**src/rtl/pipe_ctrl_pkg.sv**
```systemverilog
// Shared types and default sizing for the pipeline sequencing controller.
package pipe_ctrl_pkg;

  localparam int DEF_REG_W        = 5;
  localparam int DEF_MEM_TIMEOUT  = 255;
  localparam int DEF_DRAIN_CYCLES = 3;
  localparam int DEF_CNT_W        = 16;

  typedef enum logic [2:0] {
    ST_RUN      = 3'd0,
    ST_MEM_WAIT = 3'd1,
    ST_DRAIN    = 3'd2,
    ST_HALTED   = 3'd3,
    ST_FAULT    = 3'd4
  } seq_state_e;

endpackage

```
**src/rtl/hazard_detect.sv**
```systemverilog
// Load-use comparator: flags an ID instruction that reads the register
// a load in EX is about to write. Purely combinational so the forwarding
// unit can share it.
module hazard_detect
  import pipe_ctrl_pkg::*;
#(
  parameter int REG_W = DEF_REG_W
) (
  input  logic [REG_W-1:0] id_rs1,
  input  logic [REG_W-1:0] id_rs2,
  input  logic             id_uses_rs1,
  input  logic             id_uses_rs2,
  input  logic             ex_is_load,
  input  logic             ex_writeOrder,
  input  logic [REG_W-1:0] ex_rd,
  output logic             load_use
);

  logic rs1_hit;
  logic rs2_hit;

  // Register 0 is hard-wired, so a load targeting it never creates a hazard.
  always_comb begin
    rs1_hit  = id_uses_rs1 && (id_rs1 == ex_rd);
    rs2_hit  = id_uses_rs2 && (id_rs2 == ex_rd);
    load_use = ex_is_load && ex_writeOrder && (ex_rd != '0) && (rs1_hit || rs2_hit);
  end

endmodule

```
**src/rtl/pipe_seq_ctrl.sv**
```systemverilog
// Pipeline sequencing controller: per-stage enables/flushes for PC, IF/ID,
// ID/EX and EX/MEM, with memory-wait timeout, drain-then-halt and a
// saturating stall-cycle counter.
//
// state       | meaning
// ------------+------------------------------------------------------------
// ST_RUN      | normal issue; resolves branch, load-use, halt request
// ST_MEM_WAIT | pipeline frozen on an outstanding MEM access; wait_q counts
// ST_DRAIN    | PC held, bubbles fed into IF/ID until the pipe is empty
// ST_HALTED   | everything frozen until resume
// ST_FAULT    | memory timeout; frozen until reset
module pipe_seq_ctrl
  import pipe_ctrl_pkg::*;
#(
  parameter int REG_W        = DEF_REG_W,
  parameter int MEM_TIMEOUT  = DEF_MEM_TIMEOUT,
  parameter int DRAIN_CYCLES = DEF_DRAIN_CYCLES,
  parameter int CNT_W        = DEF_CNT_W
) (
  input  logic             clock,
  input  logic             reset,
  input  logic [REG_W-1:0] id_rs1,
  input  logic [REG_W-1:0] id_rs2,
  input  logic             id_uses_rs1,
  input  logic             id_uses_rs2,
  input  logic             ex_is_load,
  input  logic             ex_writeOrder,
  input  logic [REG_W-1:0] ex_rd,
  input  logic             branch_taken,
  input  logic             mem_req,
  input  logic             mem_ready,
  input  logic             halt_req,
  input  logic             resume,
  output logic             pc_en,
  output logic             ifid_en,
  output logic             idex_en,
  output logic             exmem_en,
  output logic             ifid_flush,
  output logic             idex_flush,
  output logic             exmem_flush,
  output logic             halted,
  output logic             fault,
  output logic [CNT_W-1:0] stall_cycles
);

  localparam int WAIT_W  = $clog2(MEM_TIMEOUT + 1);
  localparam int DRAIN_W = $clog2(DRAIN_CYCLES + 1);

  localparam logic [WAIT_W-1:0]  WAIT_ONE   = WAIT_W'(1);
  localparam logic [WAIT_W-1:0]  WAIT_MAX   = WAIT_W'(MEM_TIMEOUT);
  localparam logic [DRAIN_W-1:0] DRAIN_ONE  = DRAIN_W'(1);
  localparam logic [DRAIN_W-1:0] DRAIN_LAST = DRAIN_W'(DRAIN_CYCLES - 1);

  seq_state_e         state_q, state_d;
  seq_state_e         ret_q, ret_d;
  logic [WAIT_W-1:0]  wait_q, wait_d;
  logic [DRAIN_W-1:0] drain_q, drain_d;
  logic               halt_pend_q, halt_pend_d;
  logic               halted_q, fault_q;
  logic [CNT_W-1:0]   stall_q;

  logic load_use;
  logic mem_stall;
  logic stall_inc;

  hazard_detect #(
    .REG_W(REG_W)
  ) u_hazard (
    .id_rs1       (id_rs1),
    .id_rs2       (id_rs2),
    .id_uses_rs1  (id_uses_rs1),
    .id_uses_rs2  (id_uses_rs2),
    .ex_is_load   (ex_is_load),
    .ex_writeOrder(ex_writeOrder),
    .ex_rd        (ex_rd),
    .load_use     (load_use)
  );

  assign mem_stall = mem_req && !mem_ready;

  // Next-state, counter updates and Mealy strobes.
  // drain_q counts drain cycles already issued. The RUN cycle that accepts
  // the halt already drives drain strobes, so it is drain cycle 0 and the
  // whole sequence is exactly DRAIN_CYCLES cycles long.
  always_comb begin
    state_d     = state_q;
    ret_d       = ret_q;
    wait_d      = wait_q;
    drain_d     = drain_q;
    halt_pend_d = halt_pend_q;
    pc_en       = 1'b0;
    ifid_en     = 1'b0;
    idex_en     = 1'b0;
    exmem_en    = 1'b0;
    ifid_flush  = 1'b0;
    idex_flush  = 1'b0;
    exmem_flush = 1'b0;

    if (halt_req && (state_q != ST_HALTED) && (state_q != ST_FAULT)) begin
      halt_pend_d = 1'b1;
    end

    unique case (state_q)
      ST_RUN: begin
        if (mem_stall) begin
          state_d = ST_MEM_WAIT;
          ret_d   = ST_RUN;
          wait_d  = WAIT_ONE;
        end else if (branch_taken) begin
          pc_en      = 1'b1;
          ifid_en    = 1'b1;
          idex_en    = 1'b1;
          exmem_en   = 1'b1;
          ifid_flush = 1'b1;
          idex_flush = 1'b1;
        end else if (load_use) begin
          idex_en    = 1'b1;
          exmem_en   = 1'b1;
          idex_flush = 1'b1;
        end else if (halt_pend_q || halt_req) begin
          ifid_en     = 1'b1;
          idex_en     = 1'b1;
          exmem_en    = 1'b1;
          ifid_flush  = 1'b1;
          halt_pend_d = 1'b0;
          if (DRAIN_CYCLES == 1) begin
            state_d = ST_HALTED;
            drain_d = '0;
          end else begin
            state_d = ST_DRAIN;
            drain_d = DRAIN_ONE;
          end
        end else begin
          pc_en    = 1'b1;
          ifid_en  = 1'b1;
          idex_en  = 1'b1;
          exmem_en = 1'b1;
        end
      end

      ST_MEM_WAIT: begin
        if (mem_ready) begin
          pc_en    = 1'b1;
          ifid_en  = 1'b1;
          idex_en  = 1'b1;
          exmem_en = 1'b1;
          state_d  = ret_q;
          wait_d   = '0;
          if (ret_q == ST_DRAIN) begin
            halt_pend_d = 1'b0;
          end
        end else if (wait_q == WAIT_MAX) begin
          exmem_flush = 1'b1;
          state_d     = ST_FAULT;
          wait_d      = '0;
        end else begin
          wait_d = wait_q + WAIT_ONE;
        end
      end

      ST_DRAIN: begin
        if (mem_stall) begin
          state_d = ST_MEM_WAIT;
          ret_d   = ST_DRAIN;
          wait_d  = WAIT_ONE;
        end else begin
          ifid_en    = 1'b1;
          idex_en    = 1'b1;
          exmem_en   = 1'b1;
          ifid_flush = 1'b1;
          idex_flush = branch_taken;
          if (drain_q == DRAIN_LAST) begin
            state_d = ST_HALTED;
            drain_d = '0;
          end else begin
            drain_d = drain_q + DRAIN_ONE;
          end
        end
      end

      ST_HALTED: begin
        if (resume) begin
          state_d = ST_RUN;
        end
      end

      ST_FAULT: begin
        state_d = ST_FAULT;
      end

      default: begin
        state_d = ST_RUN;
      end
    endcase

    // Strobes must already be quiet while reset is held, not just after
    // the flops have cleared.
    if (!reset) begin
      pc_en       = 1'b0;
      ifid_en     = 1'b0;
      idex_en     = 1'b0;
      exmem_en    = 1'b0;
      ifid_flush  = 1'b0;
      idex_flush  = 1'b0;
      exmem_flush = 1'b0;
    end
  end

  assign stall_inc = !pc_en &&
                     ((state_q == ST_RUN) || (state_q == ST_MEM_WAIT) || (state_q == ST_DRAIN));

  // State, counters, flags and the saturating stall counter.
  always_ff @(posedge clock or negedge reset) begin
    if (!reset) begin
      state_q     <= ST_RUN;
      ret_q       <= ST_RUN;
      wait_q      <= '0;
      drain_q     <= '0;
      halt_pend_q <= 1'b0;
      halted_q    <= 1'b0;
      fault_q     <= 1'b0;
      stall_q     <= '0;
    end else begin
      state_q     <= state_d;
      ret_q       <= ret_d;
      wait_q      <= wait_d;
      drain_q     <= drain_d;
      halt_pend_q <= halt_pend_d;
      halted_q    <= (state_d == ST_HALTED);
      fault_q     <= (state_d == ST_FAULT);
      if (stall_inc && !(&stall_q)) begin
        stall_q <= stall_q + CNT_W'(1);
      end
    end
  end

  assign halted       = halted_q;
  assign fault        = fault_q;
  assign stall_cycles = stall_q;

endmodule

```
**config.mk**
```make
export PLATFORM = sky130hd
export DESIGN_NAME = pipe_seq_ctrl
export DESIGN_NICKNAME = d
export VERILOG_FILES = /design/src/rtl/pipe_ctrl_pkg.sv /design/src/rtl/hazard_detect.sv /design/src/rtl/pipe_seq_ctrl.sv
export SDC_FILE = /design/constraint.sdc
export NUM_CORES = 1
export LEC_CHECK = 0
export ABC_CLOCK_PERIOD_IN_PS = 2000
export BUFFER_PORTS_ARGS = -buffer_cell sky130_fd_sc_hd__buf_2
export CORE_UTILIZATION = 40
export DETAILED_ROUTE_END_ITERATION = 10
export GPL_ROUTABILITY_DRIVEN = 0
export GPL_TIMING_DRIVEN = 0
export PLACE_DENSITY = 0.65
export SLEW_MARGIN = 30
export SYNTH_ARGS = -nofsm -noshare
export SYNTH_HDL_FRONTEND = slang
export SYNTH_HIERARCHICAL = 1
export SYNTH_SLANG_ARGS = --single-unit
export TNS_END_PERCENT = 100
```
**constraint.sdc**
```tcl
create_clock -name clock -period 2 [get_ports clock]
set_input_delay 0.1 -clock clock [delete_from_list [all_inputs] [get_ports clock]]
set_output_delay 0.1 -clock clock [all_outputs]
set_load 0.02 [all_outputs]
```
==> results of run 1 <==
-- registers in the layout, indices dropped and copies added (netlist names) --
| signal | flops |
|---|---|
| state_q | 3 |
| stall_cycles | 16 |
| drain_q | 2 |
| halted | 1 |
| ret_q | 1 |
| fault | 1 |
| halt_pend_q | 1 |
| wait_q | 8 |
-- cell usage in the layout, fill, tap and decap left out, types with 3 or more instances in the layout --
| master | n |
|---|---|
| sky130_fd_sc_hd__a21o_1 | 3 |
| sky130_fd_sc_hd__buf_2 | 52 |
| sky130_fd_sc_hd__o21ai_0 | 6 |
| sky130_fd_sc_hd__xnor2_1 | 8 |
| sky130_fd_sc_hd__a21oi_1 | 10 |
| sky130_fd_sc_hd__nand2b_1 | 3 |
| sky130_fd_sc_hd__or2_2 | 3 |
| sky130_fd_sc_hd__buf_4 | 6 |
| sky130_fd_sc_hd__xor2_1 | 19 |
| sky130_fd_sc_hd__clkbuf_8 | 5 |
| sky130_fd_sc_hd__inv_1 | 8 |
| sky130_fd_sc_hd__nor3b_1 | 4 |
| sky130_fd_sc_hd__dfrtp_1 | 32 |
| sky130_fd_sc_hd__nor2_1 | 23 |
| sky130_fd_sc_hd__nand2_1 | 18 |
| sky130_fd_sc_hd__nor3_1 | 11 |
| sky130_fd_sc_hd__nand4_1 | 6 |
| sky130_fd_sc_hd__nand3_1 | 15 |
-- power by group through the flow --
stage	clock network, mW	logic [mW]	registers, mW
after global placement	0	1.12	1.05
after global routing	0.539	1.37	1.06
after detailed placement	0	1.13	1.06
after CTS	0.519	1.15	1.04
final	0.501	1.24	1.03
after floorplan	0	0.724	1.13
-- synthesized netlist by cell type (2+ instances only) --
| master | count |
|---|---|
| sky130_fd_sc_hd__nor2_1 | 23 |
| sky130_fd_sc_hd__a211oi_1 | 2 |
| sky130_fd_sc_hd__a21oi_1 | 11 |
| sky130_fd_sc_hd__dfrtp_1 | 33 |
| sky130_fd_sc_hd__nor4_1 | 3 |
| sky130_fd_sc_hd__nor3_1 | 13 |
| sky130_fd_sc_hd__a21o_1 | 3 |
| sky130_fd_sc_hd__nand2_1 | 18 |
| sky130_fd_sc_hd__ha_1 | 2 |
| sky130_fd_sc_hd__and2_1 | 2 |
| sky130_fd_sc_hd__o22a_1 | 2 |
| sky130_fd_sc_hd__nor3b_1 | 4 |
| sky130_fd_sc_hd__nand4_1 | 6 |
| sky130_fd_sc_hd__xnor2_1 | 8 |
| sky130_fd_sc_hd__or4_1 | 2 |
| sky130_fd_sc_hd__mux2i_1 | 2 |
| sky130_fd_sc_hd__and3_1 | 2 |
| sky130_fd_sc_hd__xor2_1 | 19 |
| sky130_fd_sc_hd__o21ai_0 | 6 |
| sky130_fd_sc_hd__buf_2 | 2 |
| sky130_fd_sc_hd__or2_2 | 3 |
| sky130_fd_sc_hd__nand2b_1 | 3 |
| sky130_fd_sc_hd__nor2b_1 | 2 |
| sky130_fd_sc_hd__nand3_1 | 15 |
| sky130_fd_sc_hd__clkbuf_1 | 2 |
| sky130_fd_sc_hd__inv_1 | 8 |
-- logic make-up (layout without fill, tap and decap cells) --
kind of cell | count (synthesis) | in the layout | synth area share
xor+xnor | 27 | 27 | 0.1219
mux | 4 | 4 | 0.02387
compound gates | 32 | 32 | 0.1090
buf+inv | 14 | 79 | 0.03420
flops | 33 | 33 | 0.4258
fa+ha+maj | 2 | 2 | 0.01290
simple gates | 102 | 102 | 0.2723
-- metal layers --
metal / global-route usage / share of wire / vias up
met1: 0.2363 / 0.46 / 825
met3: 0.03938 / 0.039 / 9
met4: 0.1024 / 0.024 / 0
met5: 0 / 0 / -
met2: 0.3197 / 0.48 / 34
li1: - / - / 884
-- cell type report --
class / instances / area share
timing repair buffer: 57 / 0.1293
buffer: 6 / 0.01527
sequential: 33 / 0.3364
multi-input combinational: 167 / 0.4453
clock inverter: 3 / 0.007125
clock buffer: 5 / 0.02799
inverter: 8 / 0.01221
tap: 52 / 0.02646
-- worst max path at each step --
stage / startpoint / to / slack, ns / cells after the start
finish: stall_cycles[1] / stall_cycles[1] / 0.08 / 6
global route: stall_cycles[1] / stall_cycles[1] / -0.002 / 6
CTS: stall_cycles[1] / stall_cycles[1] / 0.01 / 6
detailed placement: ex_rd[3] / stall_cycles[11] / -0.45 / 10
global placement: ex_rd[3] / stall_cycles[9] / -0.46 / 11
floorplan: stall_cycles[1] / stall_cycles[1] / 0.006 / 6
-- worst min-delay path: stages --
cell and delay [ns]:
sky130_fd_sc_hd__buf_2 0.11, sky130_fd_sc_hd__a21oi_1 0.06, sky130_fd_sc_hd__nor2_1 0.08
-- stage by stage --
step                      std cells  worst slack, ns  hold slack, ns
after detailed placement        316          -0.4546          0.2339
final                           331          0.08073          0.1035
after CTS                       326          0.01405         0.08430
after global placement          316          -0.4568          0.2353
after global routing            331        -0.002385          0.1716
after floorplan                 214         0.005965         -0.1956
-- timing repair --
action	4_1_cts	5_1_grt
hold buffers	2	0
buffers inserted	0	5
resized for setup	3	7
pin swaps	0	5
endpoints found under the setup margin	11	8
hold endpoints to repair	33	0
==> results.toml, run 1 <==
[placement]
post-dp-hpwl_um = 3102
port-buffer-count = 50
placed_area_um2 = 2256

[logic_synthesis]
synthTopCellsByArea = "sky130_fd_sc_hd__dfrtp_1 (43%), sky130_fd_sc_hd__xor2_1 (8.6%), sky130_fd_sc_hd__nor2_1 (4.5%), sky130_fd_sc_hd__nand3_1 (3.9%), sky130_fd_sc_hd__xnor2_1 (3.6%)"
synthesis.area_per_instance_um2 = 9.062
synth_edf_count = 0
synth_sequential_area_ratio = 0.4258
synth-main-ff-cell = "sky130_fd_sc_hd__dfrtp_1"
netlist_area_um2 = 1939
ys.warnings.count = 6
synth_top_area_frac = 0.4258
synth_cells = 214
synth_cell_types = 44
postSynthNetCount = 242
dominant_cell_type_by_area_after_synthesis = "sky130_fd_sc_hd__dfrtp_1"
async_reset_ff_frac = 1.000
ys_seq_elements = 33

[global_routing]
grt_usage = 0.1927
number_of_global_route_vias_before_repair = 1759
grt_first_pass_wirelength_um = 7679
grt_start_max_net_pins = 34
grt_antenna_before_repair = 0
grt-ovfl-total = 0

[floorplanning]
fp.dieH_um = 71.63
floorplan.initialDensity = 0.4306
die_area_um2 = 5131
floorplan_core_area_um2 = 4504
boundaryPins = 51
die_x_um = 71.63
fp-row-count = 24

[clock_tree]
clkTransAtPathRegs_ns = 0.07
clock_tree.buffer_depth = 2
clkLatencyLatePin_ns = 0.30
clock_sink_count = 33
htree_levels = 2
cts_bufs_inserted = 5
clk_root_buffer_cell = "sky130_fd_sc_hd__clkbuf_8"
tritoncts = "yes"

[sta]
timing.slew.headroom = 0.6872
period_utilisation_layout = 0.9596
final-hold-violation-count = 0
final.setup_skew_ns = 0.004427
drv_slew = 0
setup_viol_count_final = 0
timing.final.crit_period_ns = 1.919
timing.setup.tns_ns = 0
timing.fmax_mhz = 521.0
worstMarginPinSlew_ns = 0.4692

[pwr]
net-switching-power_mw = 1.159
static-leakage-power_nw = 1.183
share_clk_of_total_power = 0.181
ir_drop_v = 0.0008089
pwr-share-seq = 0.373
p_int_mw = 1.611
combPwrFrac = 0.446
switching_share = 0.4185
p_total_mw = 2.770
power.density_cell_area_nw_per_um2 = 1127

[worst_setup_path]
r2r.worst_path.cells = 6
path_cells = "ha_1 > nand4_1 > or4_4 > nand3_2 > buf_6 > mux2_4"
crit-reg2reg-capture = "stall_cycles[1]"
startpoint_type = "flip-flop"
cp.arrival_ns = 2.11
cpMaxStageDelayCell = "sky130_fd_sc_hd__or4_4"
worstPathBufferInverterCount = 1
cp_slowest_stage_delay_ns = 0.56
setup.reg_to_reg.worst_slack_ns = 0.08
path_class = "reg2reg"
worst_r2r_startpoint = "stall_cycles[1]"
critical-path-top-delay-family = "simple AND/OR/NAND/NOR gates"
worst_ep_required_time_ns = 2.19
capturing_element_type_of_the_critical_path = "flip-flop"
worstPathMaxFanout = 10

[routing]
totalWireLength_um = 4414
dr.first_iter.drc_count = 90
remaining_drc_errors = 0
avgRoutedWirePerCell_um = 13.34
route.antenna.remaining_nets = 0
drt_first_pass_iters = 4
vias_per_cell = 5.293
number_of_vias_after_detailed_routing = 1752

[layout]
fraction_of_final_layout_cells_sized_beyond_drive_strength_1 = 0.3047
nFillCells = 423
final-seq-area_um2 = 827.0
post_layout_util = 0.5458
multi_input_area_um2 = 1095
summed_area_of_non_filler_cells_in_the_final_layout_um2 = 2459
area_delta_synth_final_pct = 26.77
design.final.nets = 306
num_antenna_cells = 0

[min_path]
holdPathEnd = "halt_pend_q"
whs_path_depth = 3
hp-class = "in2reg"
hp-start = "halt_req"

[status]
run_status = "finished clean"

[job]
maxCapViolations = 0
No activity file was read; power rests on OpenSTA's default activity.
==> run 2, diff against run 1 <==
- BUFFER_PORTS_ARGS: -buffer_cell sky130_fd_sc_hd__buf_2 -> unset
- CORE_MARGIN: unset -> 3
- DONT_BUFFER_PORTS: unset -> 1
- HOLD_SLACK_MARGIN: unset -> 0.12
- PLACE_DENSITY: 0.65 -> 0.56
==> run 2 against run 1 <==
Against the previous run:
- first-iteration DRC count up 82%
- combinational power down 20%
- sequential power grew 16%
- clock power rose by 8.6%
- fmax fell by 0.43%
- worst setup slack got worse by 0.0082 ns
- core utilization shrank 4.4 points
- register-to-register slack hardly changed
- sequential cell count unchanged
- design area fell by 8.0%
- count of clock-buffer cells in the layout rose by 2
==> results.toml, run 2 (synthesized netlist as in run 1, its figures left out) <==
[placement]
post-dp-hpwl_um = 3216
place.detailed.instances = 266
port-buffer-count = 0
placed_area_um2 = 2006

[layout]
nFillCells = 432
summed_area_of_non_filler_cells_in_the_final_layout_um2 = 2261
layout_common_cells = "sky130_fd_sc_hd__dfrtp_1 (24), sky130_fd_sc_hd__nor2_1 (23), sky130_fd_sc_hd__xor2_1 (19)"
num_antenna_cells = 0
max_ffs_per_register = 16
design.final.nets = 256
number_of_standard_cells_in_the_layout_taps_in_and_fillers_out = 281
fraction_of_final_layout_cells_sized_beyond_drive_strength_1 = 0.1834
area_delta_synth_final_pct = 16.58
mostFrequentLayoutCell = "sky130_fd_sc_hd__dfrtp_1"

[global_routing]
grt_usage = 0.1732
grt_first_pass_wirelength_um = 7514
grt-ovfl-total = 0
grt_antenna_before_repair = 0
number_of_global_route_vias_before_repair = 1703
grt_start_max_net_pins = 34

[sta]
whs_ns = 0.1674
final.setup_skew_ns = 0.006561
timing.setup.tns_ns = 0
period_utilisation_layout = 0.9637
final-hold-violation-count = 0
setup_viol_count_final = 0
drv_slew = 0
timing.final.crit_period_ns = 1.927
rsz_0062_raised_after_global_routing = "yes"
worstMarginPinSlew_ns = 0.4677
timing.fmax_mhz = 518.8
timing.slew.headroom = 0.6875

[worst_setup_path]
worstPathMaxFanout = 5
path_cells = "nand4_2 > or4_4 > nand3_4 > buf_6 > mux2_4"
crit-reg2reg-capture = "stall_cycles[1]"
cpMaxStageDelayCell = "sky130_fd_sc_hd__or4_4"
setup.reg_to_reg.worst_slack_ns = 0.07
worst_ep_required_time_ns = 2.16
r2r.worst_path.cells = 5
startpoint_type = "flip-flop"
path_class = "reg2reg"
worst_r2r_startpoint = "stall_cycles[11]"
cp_slowest_stage_delay_ns = 0.57
cp.arrival_ns = 2.09
capturing_element_type_of_the_critical_path = "flip-flop"

[routing]
met1Wirelength_um = 1794
met3_wire_len_um = 273
avgRoutedWirePerCell_um = 15.56
route.antenna.remaining_nets = 0
vias_per_cell = 5.737
remaining_drc_errors = 0
number_of_vias_after_detailed_routing = 1612
dr.first_iter.drc_count = 164
drt_first_pass_iters = 4
routed-wl-met2_um = 2234
highest_layer = "met4"
totalWireLength_um = 4371

[floorplanning]
fp-row-count = 24
boundaryPins = 51
fp.dieH_um = 75.63
die_x_um = 75.63
die_area_um2 = 5720
floorplan.initialDensity = 0.4306
floorplan_core_area_um2 = 4504

[pwr]
p_int_mw = 1.613
pwr-share-seq = 0.438
combPwrFrac = 0.363
power.density_cell_area_nw_per_um2 = 1206
share_clk_of_total_power = 0.200
switching_share = 0.4085
ir_drop_v = 0.0007108
net-switching-power_mw = 1.114
static-leakage-power_nw = 0.9676

[clock_tree]
clock_tree.buffer_depth = 2
clkLatencyLatePin_ns = 0.28
tritoncts = "yes"
clock_sink_count = 33
htree_levels = 2
clk_root_buffer_cell = "sky130_fd_sc_hd__clkbuf_8"
clkTransAtPathRegs_ns = 0.07
cts_bufs_inserted = 5

[min_path]
hp-class = "in2reg"
whs_path_depth = 3
holdPathEnd = "drain_q[0]"
hp-start = "branch_taken"

[job]
maxCapViolations = 0

[status]
run_status = "finished clean"
[run 2: changes by cell type in the layout (fill, tap and decap cells not counted), moves of 2 or more]
cell / delta
sky130_fd_sc_hd__clkbuf_8: +2
sky130_fd_sc_hd__dfrtp_1: -8
sky130_fd_sc_hd__dlygate4sd3_1: +3
sky130_fd_sc_hd__dfrtp_2: +8
sky130_fd_sc_hd__buf_4: -4
sky130_fd_sc_hd__buf_2: -49
[run 2: power groups by stage]
stage	Sequential, mW	Combinational, mW	Clock (mW)
2_1_floorplan	1.13	0.724	0
3_3_place_gp	1.17	0.842	0
3_5_place_dp	1.19	0.862	0
4_1_cts	1.19	0.960	0.558
5_1_grt	1.24	1.12	0.584
6_report	1.19	0.989	0.544
[run 2: repair_timing]
action | in CTS | in global routing
pin swaps | 1 | 0
gates cloned | 1 | 0
gates resized for setup | 7 | 16
endpoints found under the setup margin | 12 | 19
endpoints found under the hold margin | 35 | 0
hold buffers | 5 | 0
buffers inserted | 1 | 0
[run 2: layout make-up]
| type | instances | area, µm² | share of cell area |
|---|---|---|---|
| buffer | 6 | 37.54 | 0.01660 |
| clock buffer | 7 | 96.34 | 0.04261 |
| clock inverter | 1 | 5.005 | 0.002214 |
| inverter | 8 | 30.03 | 0.01328 |
| multi-input combinational | 167 | 1117 | 0.4942 |
| sequential | 33 | 837.1 | 0.3702 |
| tap | 52 | 65.06 | 0.02878 |
| timing repair buffer | 7 | 72.57 | 0.03210 |
[run 2: per-layer routing]
| metal | vias up | global-route usage |
|---|---|---|
| li1 | 777 | - |
| met1 | 791 | 0.1995 |
| met2 | 35 | 0.2905 |
| met3 | 9 | 0.06201 |
| met4 | 0 | 0.07379 |
| met5 | - | 0 |
[run 2: metrics by stage]
step / setup slack (ns) / power, mW / util
3_3_place_gp: -0.2274 / 2.017 / 0.4453
4_1_cts: 0.007033 / 2.705 / 0.4914
5_1_grt: -0.03671 / 2.937 / 0.5019
2_1_floorplan: 0.005965 / 1.852 / -
6_report: 0.07253 / 2.727 / 0.5019
3_5_place_dp: -0.2840 / 2.047 / 0.4453
[run 2: how the worst max path moves through the flow]
stage | slack (ns) | cells after the start | from | endpoint
after floorplan | 0.006 | 6 | stall_cycles[1] | stall_cycles[1]
after global placement | -0.23 | 10 | ex_rd[2] | stall_cycles[9]
after detailed placement | -0.28 | 9 | ex_rd[2] | stall_cycles[11]
after CTS | 0.007 | 5 | stall_cycles[9] | stall_cycles[1]
after global routing | -0.04 | 5 | state_q[0] | ifid_en
final | 0.07 | 5 | stall_cycles[11] | stall_cycles[1]
[run 2: critical path: cells and delay by family (launching register included)]
kind                   cells  cell delay, ns
DFF                        1            0.51
buffers and inverters      1            0.13
and+or+nand+nor            3            0.88
muxes                      1            0.30
